--- src/rtl/log_readout_sequencer.sv ---
// log_readout_sequencer: starts one RAM log capture per host command, waits the capture window,
// then reads len words back from the RAM and streams them over valid/ready.
// Ports: clk/i_reset (async, active-low); i_cmd_valid/o_cmd_ready/i_cmd_sel/i_cmd_len command;
// i_abort cancels a running command; o_data_sel_for_log/o_en_write/o_en_read/o_read_adrs drive
// the logger; i_ram_data is RAM read data; o_data/o_valid/i_ready stream out;
// o_busy/o_done/o_err report status.
module log_readout_sequencer #(
    parameter int RAM_WIDTH    = 32,
    parameter int RAM_DEPTH    = 32768,
    parameter int READ_LATENCY = 1,
    parameter int CAPTURE_WAIT = 1048576,
    localparam int ADDR_W      = $clog2(RAM_DEPTH)
) (
    input  logic                 clk,
    input  logic                 i_reset,
    input  logic                 i_cmd_valid,
    output logic                 o_cmd_ready,
    input  logic [2:0]           i_cmd_sel,
    input  logic [ADDR_W:0]      i_cmd_len,
    input  logic                 i_abort,
    output logic [2:0]           o_data_sel_for_log,
    output logic                 o_en_write,
    output logic                 o_en_read,
    output logic [ADDR_W-1:0]    o_read_adrs,
    input  logic [RAM_WIDTH-1:0] i_ram_data,
    output logic [RAM_WIDTH-1:0] o_data,
    output logic                 o_valid,
    input  logic                 i_ready,
    output logic                 o_busy,
    output logic                 o_done,
    output logic                 o_err
);
    localparam int CNT_W = $clog2(CAPTURE_WAIT + READ_LATENCY) + 1;
    localparam logic [CNT_W-1:0] CAP_LAST = CNT_W'(CAPTURE_WAIT - 1);
    localparam logic [CNT_W-1:0] LAT_LAST = CNT_W'(READ_LATENCY - 1);
    localparam logic [ADDR_W:0]  DEPTH_L  = (ADDR_W + 1)'(RAM_DEPTH);

    typedef enum logic [2:0] {S_IDLE, S_ARM, S_CAPTURE, S_READ, S_WAIT, S_OUT, S_DONE} state_t;

    state_t              state, nxt;
    logic [CNT_W-1:0]    cnt;
    logic [ADDR_W-1:0]   addr;
    logic [ADDR_W:0]     len_q;
    logic [2:0]          sel_q;
    logic                err_q, rd_q;
    logic                cmd_bad, accept, abort_hit, last;

    always_comb begin
        cmd_bad   = i_cmd_sel == 3'd0 || i_cmd_sel > 3'd3 || i_cmd_len == '0;
        accept    = state == S_IDLE && i_cmd_valid;
        abort_hit = i_abort && state != S_IDLE && state != S_DONE;
        // addr doubles as the delivered-word count
        last      = {1'b0, addr} == len_q - (ADDR_W + 1)'(1);
        nxt       = state;
        case (state)
            S_IDLE:    nxt = i_cmd_valid ? (cmd_bad ? S_DONE : S_ARM) : S_IDLE;
            S_ARM:     nxt = S_CAPTURE;
            S_CAPTURE: nxt = cnt == CAP_LAST ? S_READ : S_CAPTURE;
            S_READ:    nxt = S_WAIT;
            S_WAIT:    nxt = cnt == LAT_LAST ? S_OUT : S_WAIT;
            S_OUT:     nxt = i_ready ? (last ? S_DONE : S_READ) : S_OUT;
            default:   nxt = S_IDLE;
        endcase
        if (abort_hit) nxt = S_DONE;
        o_cmd_ready        = state == S_IDLE;
        o_busy             = state != S_IDLE;
        o_en_write         = state == S_ARM;
        o_en_read          = rd_q;
        o_read_adrs        = addr;
        o_valid            = state == S_OUT;
        o_done             = state == S_DONE;
        o_err              = state == S_DONE && err_q;
        o_data_sel_for_log = state != S_IDLE ? sel_q : 3'd0;
    end

    always_ff @(posedge clk or negedge i_reset) begin
        if (!i_reset) begin
            state  <= S_IDLE;
            cnt    <= '0;
            addr   <= '0;
            len_q  <= '0;
            sel_q  <= '0;
            err_q  <= 1'b0;
            rd_q   <= 1'b0;
            o_data <= '0;
        end else begin
            state <= nxt;
            cnt   <= (nxt == state && (state == S_CAPTURE || state == S_WAIT)) ? cnt + CNT_W'(1) : '0;
            if (accept) begin
                sel_q <= i_cmd_sel;
                len_q <= i_cmd_len > DEPTH_L ? DEPTH_L : i_cmd_len;
            end
            err_q <= accept ? cmd_bad : abort_hit ? 1'b1 : state == S_DONE ? 1'b0 : err_q;
            // read enable held from the first READ until DONE exits so the logger stays frozen
            rd_q  <= nxt == S_READ ? 1'b1 : state == S_DONE ? 1'b0 : rd_q;
            addr  <= state == S_IDLE ? '0 :
                     (state == S_OUT && i_ready && !i_abort && !last) ? addr + ADDR_W'(1) : addr;
            if (state == S_WAIT && cnt == LAT_LAST) o_data <= i_ram_data;
        end
    end
endmodule

--- config.mk ---
export PLATFORM = sky130hd
export DESIGN_NAME = log_readout_sequencer
export DESIGN_NICKNAME = d
export VERILOG_FILES = /design/src/rtl/log_readout_sequencer.sv
export SDC_FILE = /design/constraint.sdc
export NUM_CORES = 1
export LEC_CHECK = 0
export ABC_AREA = 1
export ABC_CLOCK_PERIOD_IN_PS = 3630
export CAP_MARGIN = 5
export CORE_ASPECT_RATIO = 0.9
export CORE_MARGIN = 1
export CORE_UTILIZATION = 45
export DETAILED_ROUTE_END_ITERATION = 16
export GPL_ROUTABILITY_DRIVEN = 0
export PLACE_DENSITY_LB_ADDON = 0.25
export SETUP_SLACK_MARGIN = 0.1
export SYNTH_ARGS = -nofsm -noshare
export SYNTH_HDL_FRONTEND = slang
export SYNTH_SLANG_ARGS = --single-unit
--- constraint.sdc ---
create_clock -name clk -period 3.63 [get_ports clk]
set_clock_uncertainty 0.2 [all_clocks]
set_input_delay 0.9075 -clock clk [delete_from_list [all_inputs] [get_ports clk]]
set_output_delay 0.9075 -clock clk [all_outputs]
set_load 0.02 [all_outputs]
==> Word level (Yosys, flattened, before mapping) <==
Index checks and enable logic that the tools add are counted.
{ "op_classes": {"addsub": 3, "magnitude_cmp": 2, "eq_ne": 11, "mux": 17, "n_reduce_logical": 22} }
{ "op_table": {"columns": ["op", "n"], "rows": [
  ["$mux 15", 2],
  ["$add 22x1->22 const B", 1],
  ["$eq 22x20->1 const B", 1],
  ["$logic_not 22->1", 1],
  ["$mux 22", 1],
  ["$mux 3", 6],
  ["$pmux 3 s6", 1],
  ["$eq 15x16->1", 1],
  ["$gt 16x16->1 const B", 1],
  ["$logic_not 16->1", 1],
  ["$mux 16", 1],
  ["$sub 16x1->16 const B", 1],
  ["$add 15x1->15 const B", 1],
  ["$eq 3x2->1 const B", 3],
  ["$eq 3x3->1 const B", 3],
  ["$logic_and 1x1->1", 9],
  ["$logic_not 3->1", 2],
  ["$mux 1", 6],
  ["$reduce_bool 3->1", 2],
  ["$reduce_bool 2->1", 2],
  ["$eq 3x1->1 const B", 1],
  ["$eq 3x3->1", 1],
  ["$gt 3x2->1 const B", 1],
  ["$logic_or 1x1->1", 3],
  ["other kinds (2)", 3]
]} }
{ "totals": {"register_bits": 93, "inputBits": 56, "output_inout_bits": 57, "word_cells": 63} }

==> Logic depth before layout (Yosys ltp) <==
Gate-level depths: netlist of run 1.
{ "depth": {"depth_word": 10, "ltp_mapped": 19, "ltp_nobuf": 18} }

==> Worst setup path after synthesis of run 1 <==
No wires, ideal clock.
{ "synth_path": {"kind": "reg-to-output", "startpoint": "register state[0]", "endpoint": "output port o_data_sel_for_log[0]", "t_arrival_ps": 1328, "required_ps": 2523, "path_slack_ps": 1195, "path_stages_with_launch": 6, "n_path_buf": 1, "path_cell_list": "dfrtp_1 nor2_1 inv_1 nor2_1 clkbuf_1 nor2_1"} }
{ "synth_between": {"elab_chain_cells": 2} }
{ "synth_rtl": {"columns": ["item", "line", "source"], "rows": [
  ["from (decl)", "40", "state_t state, nxt;"],
  ["from (signal assigned)", "87", "state <= nxt;"],
  ["$reduce_bool 3->1", "73", "o_data_sel_for_log = state != S_IDLE ? sel_q : 3'd0;"],
  ["$mux 3", "73", null],
  ["to (decl)", "21", "output logic [2:0] o_data_sel_for_log,"]
]} }
Every way passes these cells.

==> Worst setup path after layout of run 1 <==
{ "layout_path": {"startpoint": "register state[0]", "endpoint": "output port o_err"} }
{ "layout_between": {"elab_chain_cells": 2} }
{ "layout_rtl": {"columns": ["item", "line", "source"], "rows": [
  ["$eq 3x3->1", "72", "o_err = state == S_DONE && err_q;"],
  ["$logic_and 1x1->1", "72", null],
  ["to (decl)", "31", "output logic o_err"]
]} }
Every way passes these cells.

==> flow_summary.json, run 1 <==
{
  "hold_violations": 0,
  "design_area_um2": 6750,
  "ranking_of_synthesized_cells_by_area": "sky130_fd_sc_hd__dfrtp_1 (45%), sky130_fd_sc_hd__nand2_1 (8.3%), sky130_fd_sc_hd__inv_1 (4.8%), sky130_fd_sc_hd__mux2_2 (4.8%), sky130_fd_sc_hd__nor2_1 (4.6%)",
  "drt-vias-per-instance": 5.123,
  "timing.hold.ws_ns": 0.2926,
  "cp_top_family": "buffers and inverters",
  "maximum_number_of_pins_on_one_net_before_global_route_repair": 54,
  "combined_area_of_all_synthesized_cells_um2": 5186,
  "dp_hpwl_um": 9809,
  "numClockSinks": 93,
  "cts-buffers-inserted": 9,
  "most-common-layout-cells": "sky130_fd_sc_hd__nand2_1 (114), sky130_fd_sc_hd__clkdlybuf4s50_1 (111), sky130_fd_sc_hd__dfrtp_1 (93)",
  "cts_repair_resize_count": 0,
  "number_of_antenna_violations_at_the_first_check_in_global_routing": 0,
  "place.port_buffers": 112,
  "finalNetCount": 779,
  "drtPass1Iterations": 5,
  "slew_violations": 0,
  "hold_path_class": "reg2reg",
  "number_of_buffer_and_inverter_stages_on_the_critical_path": 3,
  "compound_gate_fraction_of_synth_area": 0.05066,
  "route.vias.total": 4488,
  "worst-path-max-fanout": 4,
  "netlist.top_cell.by_area": "sky130_fd_sc_hd__dfrtp_1",
  "clock_tree_from_tritoncts": "yes",
  "clock_path_buffers": 2,
  "cpMostUsedCell": "sky130_fd_sc_hd__nor2_1",
  "totalPowerFinal_mw": 5.073,
  "antenna_cells_inserted": 0,
  "drt-total-wl_um": 13030,
  "yosys.area_share.xor_xnor": 0.06080,
  "yosys.cell_types.count": 35,
  "worst_skew_pair.late_latency_ns": 0.35,
  "floorplan.initialDensity": 0.4700,
  "critPathSlowestCell": "sky130_fd_sc_hd__clkdlybuf4s50_1",
  "netlist_instances": 605,
  "worstPathCellList": "inv_1 -> nand2_1 -> nor2_1 -> inv_2 -> nor2_1 -> clkdlybuf4s50_1",
  "core_area_um2": 11040,
  "setup_viol": 0,
  "fp-row-count": 36,
  "timing.critical_path.slowest_cell_delay_ns": 0.63,
  "syn2layout_area_growth_pct": 30.16,
  "worst_slew_pin_slew_ns": 0.6833,
  "post-place-ws_ns": 0.2683,
  "max_cap_viol_count": 0,
  "leakagePower_nw": 2.874,
  "yosys_warnings": 0,
  "grt_setup_unrepaired": "no",
  "synth.top_cell.area_share": 0.4487,
  "ctsHoldBuffers": 0,
  "wl_per_cell_um": 14.88,
  "timing_worst_setup_path_type": "reg2out",
  "worstSetupEndpointType": "output port",
  "drive_above_1_share": 0.1340,
  "run_status": "complete, no violations",
  "cts_root_buf": "sky130_fd_sc_hd__clkbuf_16",
  "worstPathArrival_ns": 2.10,
  "yosys-mux-area-fraction": 0.06948,
  "cts_htree_levels": 3,
  "finalWorstSetupSlack_ns": 0.4262,
  "postLayoutCoreUtil": 0.6117,
  "die_area_um2": 11960,
  "die_width_um": 115.2,
  "power-per-cell-area_nw_per_um2": 751.5,
  "drc": 0,
  "place_inst": 860,
  "synth.ff_latch_count": 93,
  "timing.final.crit_share": 0.8826,
  "io-pin-count": 113,
  "setup.worst_path.start_class": "flop",
  "cts.clk_slew.worst_paths_ns": 0.07,
  "syn_avg_cell_area_um2": 8.572,
  "totalNegativeSetupSlack_ns": 0,
  "grtUsageTotal": 0.2362,
  "timing_limited_maximum_frequency_ghz": 0.3121,
  "detailedRoute.firstIterationViolations": 289,
  "peakVddDrop_mv": 0.5701,
  "rr_startpoint": "len_q[0]",
  "floorplan.die.height_um": 103.8,
  "grt.overflow.total": 0,
  "post_place_instance_area_um2": 6465,
  "timing.slew.headroom": 0.5445,
  "synth_sequential_area_ratio": 0.4487,
  "critical_path_origin": "state[0]",
  "finish.cell_count_without_fillers": 876,
  "post_synth_and_or_nand_nor_area_fraction": 0.2888,
  "grt_pass1_wl_um": 21960,
  "worst-endpoint-required_ns": 2.52,
  "drtAntennaViolNets": 0,
  "synth_top_family_by_area": "simple AND/OR/NAND/NOR gates",
  "synth_nets": 665,
  "post_synthesis_share_of_cell_area_spent_on_full_adders_half_adders_and_majority_gates": 0.009650,
  "cts_post_setup_buffers_inserted": 0,
  "timing.final.crit_period_ns": 3.204,
  "layout.cells.most_common": "sky130_fd_sc_hd__nand2_1",
  "hold_start": "o_data[5]",
  "vias_in_the_first_global_route": 4556
}
[worst register-to-register path: cells and delay by family, from the launching register on]
family,cells,cell delay [ns]
flops,1,0.40
buf+inv,2,0.14
simple gates,14,1.64
fa+ha+maj,1,0.32
[power breakdown]
part | total [mW] | internal, mW | switching [mW]
logic | 2.57 | 1.06 | 1.50
clock network | 0.911 | 0.489 | 0.422
registers | 1.60 | 1.36 | 0.240
[synthesized netlist by cell type]
library cell	n
sky130_fd_sc_hd__nand2_1	114
sky130_fd_sc_hd__dfrtp_1	93
sky130_fd_sc_hd__inv_1	67
sky130_fd_sc_hd__nor2_1	64
sky130_fd_sc_hd__nand3_1	37
sky130_fd_sc_hd__o21ai_0	29
sky130_fd_sc_hd__xor2_1	27
sky130_fd_sc_hd__nor3_2	23
sky130_fd_sc_hd__mux2_2	22
sky130_fd_sc_hd__nand4_1	16
sky130_fd_sc_hd__nor3_1	11
sky130_fd_sc_hd__inv_2	10
sky130_fd_sc_hd__mux2_1	10
sky130_fd_sc_hd__nor4_1	10
sky130_fd_sc_hd__a21oi_1	9
sky130_fd_sc_hd__xnor2_1	9
sky130_fd_sc_hd__clkbuf_1	8
sky130_fd_sc_hd__nor2_2	7
sky130_fd_sc_hd__nand2_2	6
sky130_fd_sc_hd__ha_1	4
sky130_fd_sc_hd__nand3_2	4
sky130_fd_sc_hd__o31ai_1	4
sky130_fd_sc_hd__buf_4	3
sky130_fd_sc_hd__nand3b_1	3
sky130_fd_sc_hd__and3_1	2
sky130_fd_sc_hd__buf_6	2
sky130_fd_sc_hd__nor2_4	2
sky130_fd_sc_hd__o21ai_1	2
sky130_fd_sc_hd__a211oi_1	1
sky130_fd_sc_hd__a22o_1	1
sky130_fd_sc_hd__a22oi_1	1
sky130_fd_sc_hd__clkbuf_2	1
sky130_fd_sc_hd__clkinv_1	1
sky130_fd_sc_hd__nand3_4	1
sky130_fd_sc_hd__o311ai_0	1
[cell families (layout without fill, tap and decap cells)]
family | after synthesis | after routing
and+or+nand+nor | 300 | 300
DFF | 93 | 93
buffers and inverters | 92 | 211
AOI/OAI and AO/OA | 48 | 48
xor gates and xnor gates | 36 | 36
muxes | 32 | 32
adders and majority gates | 4 | 4
[registers in the layout (all words and copies together), names as in the netlist]
register / flops
o_data: 32
cnt: 22
len_q: 16
o_read_adrs: 15
sel_q: 3
state: 3
err_q: 1
o_en_read: 1
[final cells by class]
class,instances,area (um^2)
fillers,953,4285
clock buffers,10,239.0
well taps,152,190.2
inverters,78,292.8
flip-flops and latches,93,2327
repair buffers,117,1169
clock inverters,6,46.29
multi-input cells,420,2486
[routing by layer]
metal / global-route usage / vias up / share of wire
met3: 0.1001 / 11 / 0.088
li1: - / 2205 / -
met4: 0.05751 / 0 / 0.012
met1: 0.3116 / 2122 / 0.45
met5: 0 / - / 0
met2: 0.3571 / 150 / 0.45
[path summary, 6_finish.rpt]
kind | end | slack [ns] | cells after the start
setup / recovery | o_err | 0.43 | 6
hold / removal | o_data[5] | 0.29 | 1
setup reg to reg | cnt[15] | 0.85 | 17
hold reg to reg | o_data[5] | 0.29 | 1
max in group asynchronous | cnt[11] | 2.17 | 2
min in group asynchronous | o_data[24] | 0.40 | 1
No activity file was read; power rests on OpenSTA's default activity.
==> inputs of run 2 (changes only) <==
--- a/config.mk
+++ b/config.mk
@@ -10,9 +10,8 @@
 export CAP_MARGIN = 5
 export CORE_ASPECT_RATIO = 0.9
 export CORE_MARGIN = 1
-export CORE_UTILIZATION = 45
+export CORE_UTILIZATION = 35
 export DETAILED_ROUTE_END_ITERATION = 16
-export GPL_ROUTABILITY_DRIVEN = 0
 export PLACE_DENSITY_LB_ADDON = 0.25
 export SETUP_SLACK_MARGIN = 0.1
 export SYNTH_ARGS = -nofsm -noshare
==> flow_summary.json, run 2 (synthesis gave the netlist of run 1 again) <==
{
  "setup.worst_path.start_class": "input port",
  "post_place_instance_area_um2": 6524,
  "wl_per_cell_um": 14.34,
  "place.gp.congestion": 0.8887,
  "min_to": "o_data[25]",
  "cts_repair_resize_count": 0,
  "r2r_setup_slk_ns": 0.77,
  "layout.cells.most_common": "sky130_fd_sc_hd__nand2_1",
  "die_area_um2": 15310,
  "grt.overflow.total": 0,
  "slew_violations": 0,
  "worstSetupEndpointType": "flop",
  "number_of_antenna_violations_at_the_first_check_in_global_routing": 0,
  "dp_hpwl_um": 9717,
  "timing_limited_maximum_frequency_ghz": 0.3168,
  "grtUsageTotal": 0.1832,
  "numClockSinks": 93,
  "io-pin-count": 113,
  "grt_setup_unrepaired": "no",
  "worstPathArrival_ns": 3.21,
  "clock_tree_from_tritoncts": "yes",
  "area.sequential_um2": 2327,
  "rr_startpoint": "len_q[0]",
  "worst_skew_pair.late_latency_ns": 0.35,
  "r2r-end": "cnt[21]",
  "timing.final.crit_period_ns": 3.156,
  "finalNetCount": 780,
  "largest_register_ff_count": 32,
  "ff2ff_path_depth": 17,
  "maximum_number_of_pins_on_one_net_before_global_route_repair": 94,
  "floorplan.initialDensity": 0.3637,
  "drc": 0,
  "setup_viol": 0,
  "worst_slew_pin_slew_ns": 0.6468,
  "drt-vias-per-instance": 4.883,
  "worst-path-max-fanout": 22,
  "leakagePower_nw": 2.881,
  "timing.slew.headroom": 0.5673,
  "max_cap_viol_count": 0,
  "timing.final.crit_share": 0.8695,
  "clock_path_buffers": 2,
  "multi_input_area_um2": 2486,
  "drtAntennaViolNets": 0,
  "worst-endpoint-required_ns": 3.69,
  "detailedRoute.firstIterationViolations": 242,
  "most-common-layout-cells": "sky130_fd_sc_hd__nand2_1 (114), sky130_fd_sc_hd__clkdlybuf4s50_1 (111), sky130_fd_sc_hd__dfrtp_1 (93)",
  "finish.cell_count_without_fillers": 918,
  "peakVddDrop_mv": 0.5096,
  "cts-buffers-inserted": 9,
  "hold_path_class": "reg2reg",
  "registers.top_by_ff_count": "o_data",
  "drive_above_1_share": 0.1352,
  "cts_root_buf": "sky130_fd_sc_hd__clkbuf_16",
  "die_width_um": 130.3,
  "power-per-cell-area_nw_per_um2": 752.9,
  "hold_violations": 0,
  "totalNegativeSetupSlack_ns": 0,
  "hold_depth": 1,
  "antenna_cells_inserted": 0,
  "run_status": "complete, no violations",
  "place.port_buffers": 112,
  "place_inst": 902,
  "reg.largest.list": "o_data (32), cnt (22), len_q (16)",
  "vias_in_the_first_global_route": 4426,
  "route.vias.total": 4483,
  "timing_worst_setup_path_type": "in2reg",
  "cts.clk_slew.worst_paths_ns": 0.07,
  "cts_htree_levels": 3,
  "postLayoutCoreUtil": 0.4789,
  "core_area_um2": 14260,
  "design_area_um2": 6829,
  "drtPass1Iterations": 5,
  "fp-row-count": 41,
  "drt-total-wl_um": 13170,
  "floorplan.die.height_um": 117.5,
  "cts_post_setup_buffers_inserted": 0,
  "hold_start": "o_data[25]",
  "ctsHoldBuffers": 0,
  "syn2layout_area_growth_pct": 31.68,
  "grt_pass1_wl_um": 21810,
  "nFillCells": 1337
}
run 2: per-layer routing:
metal | share of wire | track usage | vias up | routed length, um
met5 | 0 | 0 | - | 0
met2 | 0.43 | 0.2636 | 153 | 5716
met4 | 0.013 | 0.05959 | 0 | 168
li1 | - | - | 2200 | -
met3 | 0.079 | 0.06000 | 12 | 1035
met1 | 0.47 | 0.2570 | 2118 | 6246
run 2: power breakdown:
group / switching (mW) / internal (mW) / total, mW
Combinational: 1.51 / 1.06 / 2.58
Sequential: 0.242 / 1.35 / 1.60
Clock: 0.425 / 0.542 / 0.968
run 2: critical path: stages:
cell and delay [ns]:
sky130_fd_sc_hd__clkdlybuf4s50_1 0.44, sky130_fd_sc_hd__nor4_1 0.46, sky130_fd_sc_hd__nand4_1 0.25, sky130_fd_sc_hd__nand4_1 0.13, sky130_fd_sc_hd__nand2_1 0.07, sky130_fd_sc_hd__nor2_1 0.13
sky130_fd_sc_hd__nand2_2 0.09, sky130_fd_sc_hd__nand3_2 0.07, sky130_fd_sc_hd__nand2_2 0.36, sky130_fd_sc_hd__nor3_1 0.30
run 2: metrics by stage:
stage | hold WS, ns | power, mW | setup slack, ns
3_3_place_gp | 0.2670 | 4.136 | 0.1756
3_5_place_dp | 0.2820 | 4.181 | 0.1059
4_1_cts | 0.2961 | 5.194 | 0.4720
5_1_grt | 0.3226 | 5.518 | 0.2437
6_report | 0.2925 | 5.141 | 0.4739
2_1_floorplan | 0.2530 | 3.323 | 1.195
run 2: worst max-delay path by stage:
| stage | from | end | slack, ns | depth (start not counted) |
|---|---|---|---|---|
| final | i_cmd_len[9] | cnt[21] | 0.47 | 10 |
| after global routing | i_cmd_len[8] | cnt[21] | 0.24 | 10 |
| after CTS | i_cmd_len[8] | cnt[21] | 0.47 | 10 |
| after detailed placement | i_cmd_len[8] | cnt[18] | 0.11 | 10 |
| after global placement | i_cmd_len[8] | cnt[21] | 0.18 | 9 |
| after floorplan | state[0] | o_data_sel_for_log[0] | 1.19 | 5 |
run 2: final cells by class:
| class | instances | area share |
|---|---|---|
| Timing Repair Buffer | 118 | 0.1722 |
| Multi-Input combinational cell | 420 | 0.3641 |
| Clock inverter | 7 | 0.01173 |
| Tap cell | 193 | 0.03536 |
| Inverter | 78 | 0.04287 |
| Clock buffer | 9 | 0.03298 |
| Sequential cell | 93 | 0.3408 |
==> inputs of run 3 (changes only) <==
--- a/config.mk
+++ b/config.mk
@@ -12,8 +12,9 @@
 export CORE_MARGIN = 1
 export CORE_UTILIZATION = 35
 export DETAILED_ROUTE_END_ITERATION = 16
-export PLACE_DENSITY_LB_ADDON = 0.25
+export PLACE_DENSITY = 0.66
 export SETUP_SLACK_MARGIN = 0.1
 export SYNTH_ARGS = -nofsm -noshare
 export SYNTH_HDL_FRONTEND = slang
 export SYNTH_SLANG_ARGS = --single-unit
+export TNS_END_PERCENT = 20
==> flow_summary.json, run 3 (synthesis gave the netlist of run 1 again) <==
{
  "run_status": "complete, no violations",
  "drc": 0,
  "syn2layout_area_growth_pct": 31.41,
  "wl_per_cell_um": 14.37,
  "place.gp.congestion": 0.9066,
  "peakVddDrop_mv": 0.5509,
  "worst-path-max-fanout": 4,
  "cts_root_buf": "sky130_fd_sc_hd__clkbuf_16",
  "place_inst": 902,
  "place.port_buffers": 112,
  "p_comb_frac": 0.505,
  "r2r_setup_slk_ns": 0.77,
  "power.share.sequential": 0.315,
  "busiest_layer": "met2",
  "floorplan.die.height_um": 117.5,
  "core_area_um2": 14260,
  "worstSetupEndpointType": "output port",
  "post-place-ws_ns": 0.1722,
  "sw_frac_of_total": 0.4277,
  "grt_setup_unrepaired": "no",
  "ctsHoldBuffers": 0,
  "r2r-end": "o_read_adrs[6]",
  "met2_usage": 0.2793,
  "use_met1": 0.2564,
  "numClockSinks": 93,
  "reg.largest.list": "o_data (32), cnt (22), len_q (16)",
  "worstPathArrival_ns": 2.13,
  "totalNegativeSetupSlack_ns": 0,
  "drtAntennaViolNets": 0,
  "registers.top_by_ff_count": "o_data",
  "cts_htree_levels": 3,
  "cts_repair_resize_count": 0,
  "floorplan.initialDensity": 0.3637,
  "drtPass1Iterations": 5,
  "fp-row-count": 41,
  "die_width_um": 130.3,
  "power-per-cell-area_nw_per_um2": 746.4,
  "timing_worst_setup_path_type": "reg2out",
  "hold_path_class": "reg2reg",
  "worst_slew_pin_slew_ns": 0.8040,
  "rr_startpoint": "len_q[0]",
  "setup_viol": 0,
  "number_of_antenna_violations_at_the_first_check_in_global_routing": 0,
  "timing.final.crit_share": 0.8926,
  "cts-buffers-inserted": 9,
  "critPathCapture": "o_err",
  "intPower_mw": 2.911,
  "timing.final.crit_period_ns": 3.240,
  "antenna_cells_inserted": 0,
  "slew_violations": 0,
  "route.vias.total": 4540,
  "largest_register_ff_count": 32,
  "io-pin-count": 113,
  "dp_hpwl_um": 10030,
  "clock_tree_from_tritoncts": "yes",
  "finalNetCount": 780,
  "worst_skew_pair.late_latency_ns": 0.35,
  "detailedRoute.firstIterationViolations": 320,
  "drt-vias-per-instance": 4.946,
  "timing_limited_maximum_frequency_ghz": 0.3086,
  "grt.met3_usage": 0.05591,
  "grtUsageTotal": 0.1861,
  "cts.clk_slew.worst_paths_ns": 0.07,
  "clock_path_buffers": 2,
  "worst-endpoint-required_ns": 2.52,
  "finish.cell_count_without_fillers": 918,
  "most-common-layout-cells": "sky130_fd_sc_hd__nand2_1 (114), sky130_fd_sc_hd__clkdlybuf4s50_1 (111), sky130_fd_sc_hd__dfrtp_1 (93)",
  "p_sw_mw": 2.176,
  "setup.worst_path.start_class": "flop",
  "cts_post_setup_buffers_inserted": 0,
  "layout.cells.most_common": "sky130_fd_sc_hd__nand2_1",
  "power.share.clock": 0.181,
  "grt.overflow.total": 0,
  "maximum_number_of_pins_on_one_net_before_global_route_repair": 61,
  "grt_pass1_wl_um": 22330,
  "max_cap_viol_count": 0,
  "hold_violations": 0,
  "leakagePower_nw": 2.875,
  "nFillCells": 1388,
  "ff2ff_path_depth": 17,
  "vias_in_the_first_global_route": 4586,
  "timing.slew.headroom": 0.4640,
  "drive_above_1_share": 0.1352,
  "die_area_um2": 15310,
  "drt-total-wl_um": 13200,
  "critical_path_origin": "state[0]",
  "finalWorstSetupSlack_ns": 0.3899
}
[run 3: layout make-up]
type | count | area, um^2 | share of cell area
flip-flops and latches | 93 | 2327 | 0.3415
well taps | 193 | 241.5 | 0.03543
inverters | 78 | 292.8 | 0.04296
clock inverters | 6 | 52.55 | 0.007711
repair buffers | 118 | 1176 | 0.1726
multi-input cells | 420 | 2486 | 0.3648
clock buffers | 10 | 239.0 | 0.03507
[run 3: worst min-delay path by stage]
stage | startpoint | to | cells after the start
floorplan | sel_q[0] | sel_q[0] | 2
global placement | sel_q[0] | sel_q[0] | 2
detailed placement | sel_q[0] | sel_q[0] | 2
CTS | o_data[31] | o_data[31] | 1
global route | o_data[1] | o_data[1] | 1
finish | o_data[31] | o_data[31] | 1
[run 3: per-layer routing]
layer / part of all wire / up-vias
li1: - / 2208
met1: 0.46 / 2142
met2: 0.44 / 176
met3: 0.093 / 14
met4: 0.014 / 0
met5: 0 / -
[run 3: power groups by stage]
stage / combinational, mW / clock [mW] / sequential [mW]
2_1_floorplan: 1.53 / 0 / 1.80
6_report: 2.57 / 0.920 / 1.60
4_1_cts: 2.59 / 0.948 / 1.60
3_3_place_gp: 2.52 / 0 / 1.60
5_1_grt: 2.83 / 0.982 / 1.65
3_5_place_dp: 2.58 / 0 / 1.61
[run 3: critical path: stages (launching register included)]
cell and delay [ns]:
sky130_fd_sc_hd__dfrtp_1 0.43, sky130_fd_sc_hd__inv_1 0.12, sky130_fd_sc_hd__nand2_1 0.08, sky130_fd_sc_hd__nor2_1 0.25, sky130_fd_sc_hd__inv_2 0.09, sky130_fd_sc_hd__nor2_1 0.15, sky130_fd_sc_hd__clkdlybuf4s50_1 0.66
[run 3: stage by stage]
stage / hold WS [ns] / util / cell area, um^2 / power [mW]
2_1_floorplan: 0.2530 / - / 5186 / 3.323
3_3_place_gp: 0.2675 / 0.4574 / 6524 / 4.120
3_5_place_dp: 0.2804 / 0.4574 / 6524 / 4.189
4_1_cts: 0.2963 / 0.4779 / 6815 / 5.138
5_1_grt: 0.3155 / 0.4779 / 6815 / 5.460
6_report: 0.2891 / 0.4779 / 6815 / 5.087
